===== src/rtl/i_fetch_ctrl.sv =====
// Instruction fetch controller: drives the ROM word address, queues fetched
// words with their PCs in a prefetch FIFO, and handles redirects and range faults.
module i_fetch_ctrl #(
    parameter int unsigned ROM_SIZE   = 64,
    parameter int unsigned FIFO_DEPTH = 4,
    parameter logic [31:0] RESET_PC   = 32'h0
) (
    input  logic                          clock,
    input  logic                          reset_n,
    input  logic                          fetch_en,
    output logic [31:0]                   imem_addr,
    input  logic [31:0]                   imem_data,
    input  logic                          redirect_valid,
    input  logic [31:0]                   redirect_pc,
    output logic                          inst_valid,
    input  logic                          inst_ready,
    output logic [31:0]                   inst_data,
    output logic [31:0]                   inst_pc,
    output logic                          inst_fault,
    output logic [$clog2(FIFO_DEPTH):0]   fifo_count
);

    localparam int PTR_W = $clog2(FIFO_DEPTH);
    localparam int CNT_W = PTR_W + 1;
    localparam logic [CNT_W-1:0] FULL_CNT = CNT_W'(FIFO_DEPTH);

    typedef enum logic [1:0] {
        IDLE,
        RUN,
        HALTED
    } state_e;

    state_e             state_q;
    logic [31:0]        fetch_pc_q, fetch_pc_d;
    logic [PTR_W-1:0]   rd_ptr_q, rd_ptr_d;
    logic [PTR_W-1:0]   wr_ptr_q, wr_ptr_d;
    logic [CNT_W-1:0]   count_q, count_d;

    logic [31:0]        data_mem  [FIFO_DEPTH];
    logic [31:0]        pc_mem    [FIFO_DEPTH];
    logic               fault_mem [FIFO_DEPTH];

    logic               pop;
    logic               push;
    logic               fetch_fault;
    logic               unused_rpc_bits;

    // The low two redirect bits are architecturally ignored.
    assign unused_rpc_bits = ^redirect_pc[1:0];

    assign imem_addr   = {2'b00, fetch_pc_q[31:2]};
    assign fetch_fault = imem_addr >= ROM_SIZE;

    assign inst_valid  = (count_q != '0);
    assign pop         = inst_valid && inst_ready;
    assign push        = reset_n && !redirect_valid && (state_q == RUN) && fetch_en
                         && ((count_q != FULL_CNT) || pop);

    assign inst_data   = inst_valid ? data_mem[rd_ptr_q]  : 32'h0;
    assign inst_pc     = inst_valid ? pc_mem[rd_ptr_q]    : 32'h0;
    assign inst_fault  = inst_valid && fault_mem[rd_ptr_q];
    assign fifo_count  = count_q;

    // NOTE: combinational next-state uses blocking '=' with a default for every
    // target first, so no path leaves a value unassigned and no latch is inferred.
    always_comb begin
        fetch_pc_d = fetch_pc_q;
        rd_ptr_d   = rd_ptr_q;
        wr_ptr_d   = wr_ptr_q;
        count_d    = count_q;
        if (redirect_valid) begin
            fetch_pc_d = {redirect_pc[31:2], 2'b00};
            rd_ptr_d   = '0;
            wr_ptr_d   = '0;
            count_d    = '0;
        end else begin
            if (push) begin
                wr_ptr_d = wr_ptr_q + PTR_W'(1);
                if (!fetch_fault) begin
                    fetch_pc_d = fetch_pc_q + 32'd4;
                end
            end
            if (pop) begin
                rd_ptr_d = rd_ptr_q + PTR_W'(1);
            end
            count_d = count_q + CNT_W'(push) - CNT_W'(pop);
        end
    end

    // NOTE: sequential state uses non-blocking '<=' so every register samples
    // the pre-edge values regardless of statement order.
    always_ff @(posedge clock) begin
        if (!reset_n) begin
            state_q    <= IDLE;
            fetch_pc_q <= RESET_PC;
            rd_ptr_q   <= '0;
            wr_ptr_q   <= '0;
            count_q    <= '0;
        end else begin
            fetch_pc_q <= fetch_pc_d;
            rd_ptr_q   <= rd_ptr_d;
            wr_ptr_q   <= wr_ptr_d;
            count_q    <= count_d;
            if (redirect_valid) begin
                if (state_q == HALTED) begin
                    state_q <= fetch_en ? RUN : IDLE;
                end
            end else begin
                unique case (state_q)
                    IDLE:    if (fetch_en) state_q <= RUN;
                    RUN: begin
                        if (!fetch_en) begin
                            state_q <= IDLE;
                        end else if (push && fetch_fault) begin
                            state_q <= HALTED;
                        end
                    end
                    HALTED:  state_q <= HALTED;
                    default: state_q <= IDLE;
                endcase
            end
        end
    end

    // NOTE: the FIFO storage has no reset; validity is carried entirely by
    // count_q, and empty-state outputs are forced to zero above.
    always_ff @(posedge clock) begin
        if (push) begin
            data_mem[wr_ptr_q]  <= fetch_fault ? 32'h0 : imem_data;
            pc_mem[wr_ptr_q]    <= fetch_pc_q;
            fault_mem[wr_ptr_q] <= fetch_fault;
        end
    end

endmodule


===== config.mk =====
export PLATFORM = sky130hd
export DESIGN_NAME = i_fetch_ctrl
export DESIGN_NICKNAME = d
export VERILOG_FILES = /design/src/rtl/i_fetch_ctrl.sv
export SDC_FILE = /design/constraint.sdc
export NUM_CORES = 1
export LEC_CHECK = 0
export CAP_MARGIN = 20
export CORE_UTILIZATION = 41
export CTS_BUF_LIST = sky130_fd_sc_hd__clkbuf_8
export CTS_CLUSTER_SIZE = 24
export DETAILED_ROUTE_END_ITERATION = 12
export SKIP_CTS_REPAIR_TIMING = 1
export SLEW_MARGIN = 40
export SYNTH_ARGS = -nofsm -noshare
export SYNTH_HDL_FRONTEND = slang
export SYNTH_SLANG_ARGS = --single-unit

===== constraint.sdc =====
create_clock -name clock -period 3.5 [get_ports clock]
set_clock_uncertainty 0.1 [all_clocks]
set_input_delay 0.7 -clock clock [delete_from_list [all_inputs] [get_ports clock]]
set_output_delay 0.7 -clock clock [all_outputs]
set_load 0.01 [all_outputs]

=== After elaboration in Yosys (flattened, before gate mapping) ===
Memory sizes are Yosys's and may differ from the RTL's. A register that Yosys moved wholly into a read port is not among the register bits.
Cells that the tools add are included.

* Register bits after elaboration: 41
* Memory bits (writable): 260
* Input port bits: 69
* Output and inout port bits: 101
* Word-level logic and storage cells: 61
* Memories: 3

* $add $sub $neg: 5
* $lt $le $gt $ge: 1
* Equal/unequal tests: 7
* Multiplexer cells: 21
* Bitwise operators: 2
* Reductions and logical operators: 16

{| class="wikitable"
|+ Memories
! name !! depth !! bits a word !! read ports !! clocked after memory_dff !! wr ports !! RTL line !! RTL
|-
| data_mem || 4 || 32 || 1 || 1 || 1 || 39 || <nowiki>logic [31:0] data_mem [FIFO_DEPTH];</nowiki>
|-
| pc_mem || 4 || 32 || 1 || 1 || 1 || 40 || <nowiki>logic [31:0] pc_mem [FIFO_DEPTH];</nowiki>
|-
| fault_mem || 4 || 1 || 1 || 1 || 1 || 41 || <nowiki>logic fault_mem [FIFO_DEPTH];</nowiki>
|}

{| class="wikitable"
|+ Operator list
! cell !! number
|-
| 32-bit 2-to-1 mux || 6
|-
| 32-bit by 3-bit adder with 32-bit output, second input constant || 1
|-
| 30-bit by 7-bit >= comparator with 1-bit output, second input constant || 1
|-
| 2-bit 2-to-1 mux || 11
|-
| 1-bit logical AND || 7
|-
| 3-bit != test, second input constant || 2
|-
| 2-bit one-hot mux with 3 select lines || 1
|-
| 2-bit by 1-bit adder with 2-bit output, second input constant || 2
|-
| 4-bit by 3-bit != test with 1-bit output, second input constant || 1
|-
| 2-bit AND reduction || 2
|-
| 3-bit by 1-bit adder with 3-bit output || 1
|-
| 1-bit 2-to-1 mux || 3
|-
| 3-bit AND reduction || 1
|-
| 3-bit nonzero test || 1
|-
| 3-bit by 1-bit subtractor with 3-bit output || 1
|-
| 2-bit by 1-bit equality test with 1-bit output, second input constant || 1
|-
| 2-bit equality test, second input constant || 1
|-
| 2-bit logical NOT || 1
|-
| 2-bit by 1-bit != test with 1-bit output, second input constant || 1
|-
| 2-bit != test, second input constant || 1
|-
| 1-bit NOT || 2
|-
| 2-bit nonzero test || 1
|-
| 2-bit OR reduction || 1
|-
| 1-bit logical NOT || 1
|-
| 1-bit logical OR || 1
|}

=== Logic depth before layout (Yosys ltp) ===
* Depth in word-level cells: 10
* Depth in mapped cells: 11
* Gate-level depth less buffers: 10

=== Worst setup path after synthesis ===
OpenSTA, ideal clock, no wires.

* Kind: input to register
* Start: in inst_ready
* End: reg count_q[2] (netlist: fifo_count[2])
* Library setup time: 118 ps
* Data arrival time: 2,613 ps
* Data required time: 3,282 ps
* Path slack: 668 ps
* Stages on the path: 11
* Path buffers: 1
* Path through: or4b_1 and3_1 buf_6 inv_2 ha_1 inv_1 ha_1 fa_1 xnor2_1 xnor2_1 nor2_1

* Word-level cells in the longest chain between the ends: 5

{| class="wikitable"
|+ Ends and longest elaborated chain
! element !! RTL line !! RTL
|-
| from (decl) || 16 || <nowiki>input logic inst_ready,</nowiki>
|-
| 1-bit logical AND (*) || 55 || <nowiki>assign pop = inst_valid && inst_ready;</nowiki>
|-
| 1-bit logical OR || 57 || <nowiki>&& ((count_q != FULL_CNT) || pop);</nowiki>
|-
| 1-bit logical AND || 57 ||
|-
| 3-bit by 1-bit adder with 3-bit output || 86 || <nowiki>count_d = count_q + CNT_W'(push) - CNT_W'(pop);</nowiki>
|-
| 3-bit by 1-bit subtractor with 3-bit output (*) || 86 ||
|-
| to (signal assigned) || 103 || <nowiki>count_q <= count_d;</nowiki>
|-
| to (decl) || 37 || <nowiki>logic [CNT_W-1:0] count_q, count_d;</nowiki>
|}

Mark *: on every way between the ends. The rest lies on a longest branch, timed or not.
A chain may end at the register's enable or synchronous reset.

==> out/metrics.cfg <==
[critical_path]
critPathKind = reg -> out
crit_buf_inv = 2
r2r_start = fifo_count[1]
worstPathCellList = buf_4, mux4_2, and2_1, clkdlybuf4s50_1
startpoint_type = register
worstRegToRegCells = 9
cp_max_fo = 19
cp-end-kind = output pin
arrival_ps = 2530
rr_endpoint = fifo_count[2]
r2r_slack_ps = 870
cp.required_ps = 2700
crit_path_top_delay_cell = dfxtp_4
crit_family = buffers and inverters
critPathMaxStageDelay_ps = 540

[drt]
wl_per_cell_um = 19.35
avgViaCountPerCell = 4.988
routed_wl_um = 24320
num_vias = 6270
drtPass1Iterations = 5
drt_iter0_markers = 352
drc = 0
ant_nets = 0

[layout]
area_growth_pct = 26.84
nets = 918
layout.cells.non_filler = 1257
drive_gt1_frac = 0.1866
antennaDiodeCount = 0
fillers = 2267

[synth]
yosys.area_share.adder = 0.01030
async_flop_share = 0
synthFlopType = edfxtp_1
synth_top_family_by_area = multiplexers
syn_area_per_cell_sq_um = 18.27
synth-warning-count = 0
ys_seq_area_frac = 0.7196
synth_compound_gate_area_share = 0.01342
synth_cells = 638
synthesis.area_sq_um = 11660
synthXorXnorAreaFrac = 0.007514
synth_simple_gate_area_frac = 0.08727
synth_edf_count = 252
synthMuxAreaShare = 0.1432
ys_types = 42
yosys_register_bits = 293

[floorplan]
initial_utilization = 0.4184
rows = 61
die_h_um = 170.6
die_x_um = 170.6
core_area_sq_um = 27860
dieArea_sq_um = 29110
ios = 170

[place]
dp_cells = 1164
gp_congestion = 0.7447
portBuffers = 163
dpl.hpwl_um = 14970

[timing]
setup_viol = 0
rsz0062_at_grt = false
period_needed_ps = 3328
drv_slew = 0
min_period_over_period = 0.9508
worst-slew-pin-transition_ps = 784.2
slew-limit-headroom = 0.4724
final_hold_viol_count = 0
timing.hold.ws_ps = 413.7
max_freq_mhz = 300.5

[clock_tree]
cts.path.max_buffers = 3
clk_transition_reported_paths_ps = 60
cts_max_level = 2
tritoncts_num_sinks = 293
cts_inserted_buffers = 47
clk_root_buffer_cell = clkbuf_8
cts_tree = yes
clk_latency_ps = 550

[global_route]
overflow = 0
grt_pass1_vias = 6764
grt_usage = 0.1722
grt_pass1_wl_um = 37730
grt_max_degree = 48
antenna_found_initial = 0

[run]
cap_violations = 0

[power]
power_w = 0.006878
pwr_density_cell_nw_per_um2 = 465.2
max-vdd-ir-drop_v = 0.0002325
leakagePower_nw = 4.961

[run_status]
status = complete, no violations

[min_path]
hp-class = reg -> reg
holdPathEnd = wr_ptr_q[1]
whs_path_depth = 2
min_from = wr_ptr_q[1]

==> metal layers <==
metal,vias up,track usage,part of all wire
met3,41,0.04048,0.057
met4,0,0.04779,0.018
met5,-,0,0
met1,3158,0.2256,0.44
li1,2870,-,-
met2,201,0.2870,0.49
==> cell usage after synthesis, drive strengths merged, types with 9 or more instances <==
| cell type | number | area, sq um |
|---|---|---|
| nor4 | 9 | 56.30 |
| buf | 16 | 93.84 |
| edfxtp | 252 | 7567 |
| a21oi | 9 | 45.04 |
| inv | 11 | 41.29 |
| mux2i | 25 | 250.2 |
| dfxtp | 41 | 820.8 |
| nor2 | 10 | 45.04 |
| nor2b | 23 | 143.9 |
| clkbuf | 21 | 78.83 |
| mux4 | 63 | 1419 |
| and2 | 100 | 630.6 |
==> flip-flops by register name, indices dropped and copies added, names as in the netlist, named ones only <==
signal and cells:
rd_ptr_q 2, fault_mem 4, fetch_pc_q 30, fifo_count 3
state_q 2, pc_mem 120, wr_ptr_q 2, data_mem 128
==> report_power, final <==
group          switching [W]  internal (W)  leakage [nW]
clock                0.00130       0.00136         0.486
combinational       0.000150      0.000199          1.84
sequential         0.0000591       0.00381          2.64
total                0.00150       0.00537          4.96
==> placed cells by master, fill, tap and decap left out, types with 11 or more instances in the layout <==
master | netlist | layout
clkbuf_8 | 0 | 48
nor2b_1 | 23 | 23
mux2i_1 | 25 | 25
mux4_2 | 63 | 63
and2_1 | 96 | 96
inv_1 | 10 | 21
clkinv_2 | 0 | 11
dfxtp_1 | 41 | 39
clkdlybuf4s50_1 | 0 | 162
edfxtp_1 | 252 | 252
clkinv_1 | 0 | 13
buf_4 | 4 | 14
==> metrics by stage <==
step | setup slack [ps] | utilization | TNS [ps] | cell area (sq um)
6_report | 172.1 | 0.5307 | 0 | 14780
3_5_place_dp | 168.4 | 0.4981 | 0 | 13880
3_3_place_gp | 235.5 | 0.4967 | 0 | 13840
2_1_floorplan | 668.0 | - | 0 | 11670
5_1_grt | 77.12 | 0.5307 | 0 | 14780
4_1_cts | -23.96 | 0.5292 | -81.72 | 14740
==> final cells by class <==
class                      instances  area (sq um)  area share
clock inverter                    40         206.4     0.01396
timing repair buffer             187          1932      0.1307
inverter                          11         41.29    0.002793
clock buffer                      48         660.6     0.04469
sequential                       293          8396      0.5679
tap                              378         473.0     0.03199
multi-input combinational        300          3075      0.2080
==> worst register-to-register path, stage by stage (launching register included) <==
cell and delay, ps:
dfxtp_1 360, or3_4 530, and2_1 260, ha_1 290, inv_1 40, ha_1 180
fa_1 380, xnor2_1 180, xnor2_1 130, nor2_1 60
==> cell families after synthesis <==
group / after synthesis
other cells: 1
flops: 293
mux: 88
compound gates: 24
buf+inv: 48
fa+ha+maj: 9
simple gates: 165
xor+xnor: 10
==> worst max-delay path by stage <==
stage                           from       endpoint  slack [ps]  cells past startpoint
after floorplan           inst_ready  fifo_count[2]         670                     11
after global placement    inst_ready  fifo_count[2]         240                     11
after detailed placement  inst_ready  fifo_count[2]         170                     11
after CTS                   register    inst_pc[31]         -20                      4
after global routing        register    inst_pc[31]          80                      4
final                       register    inst_pc[31]         170                      4
(Power assumes the default switching activity.)
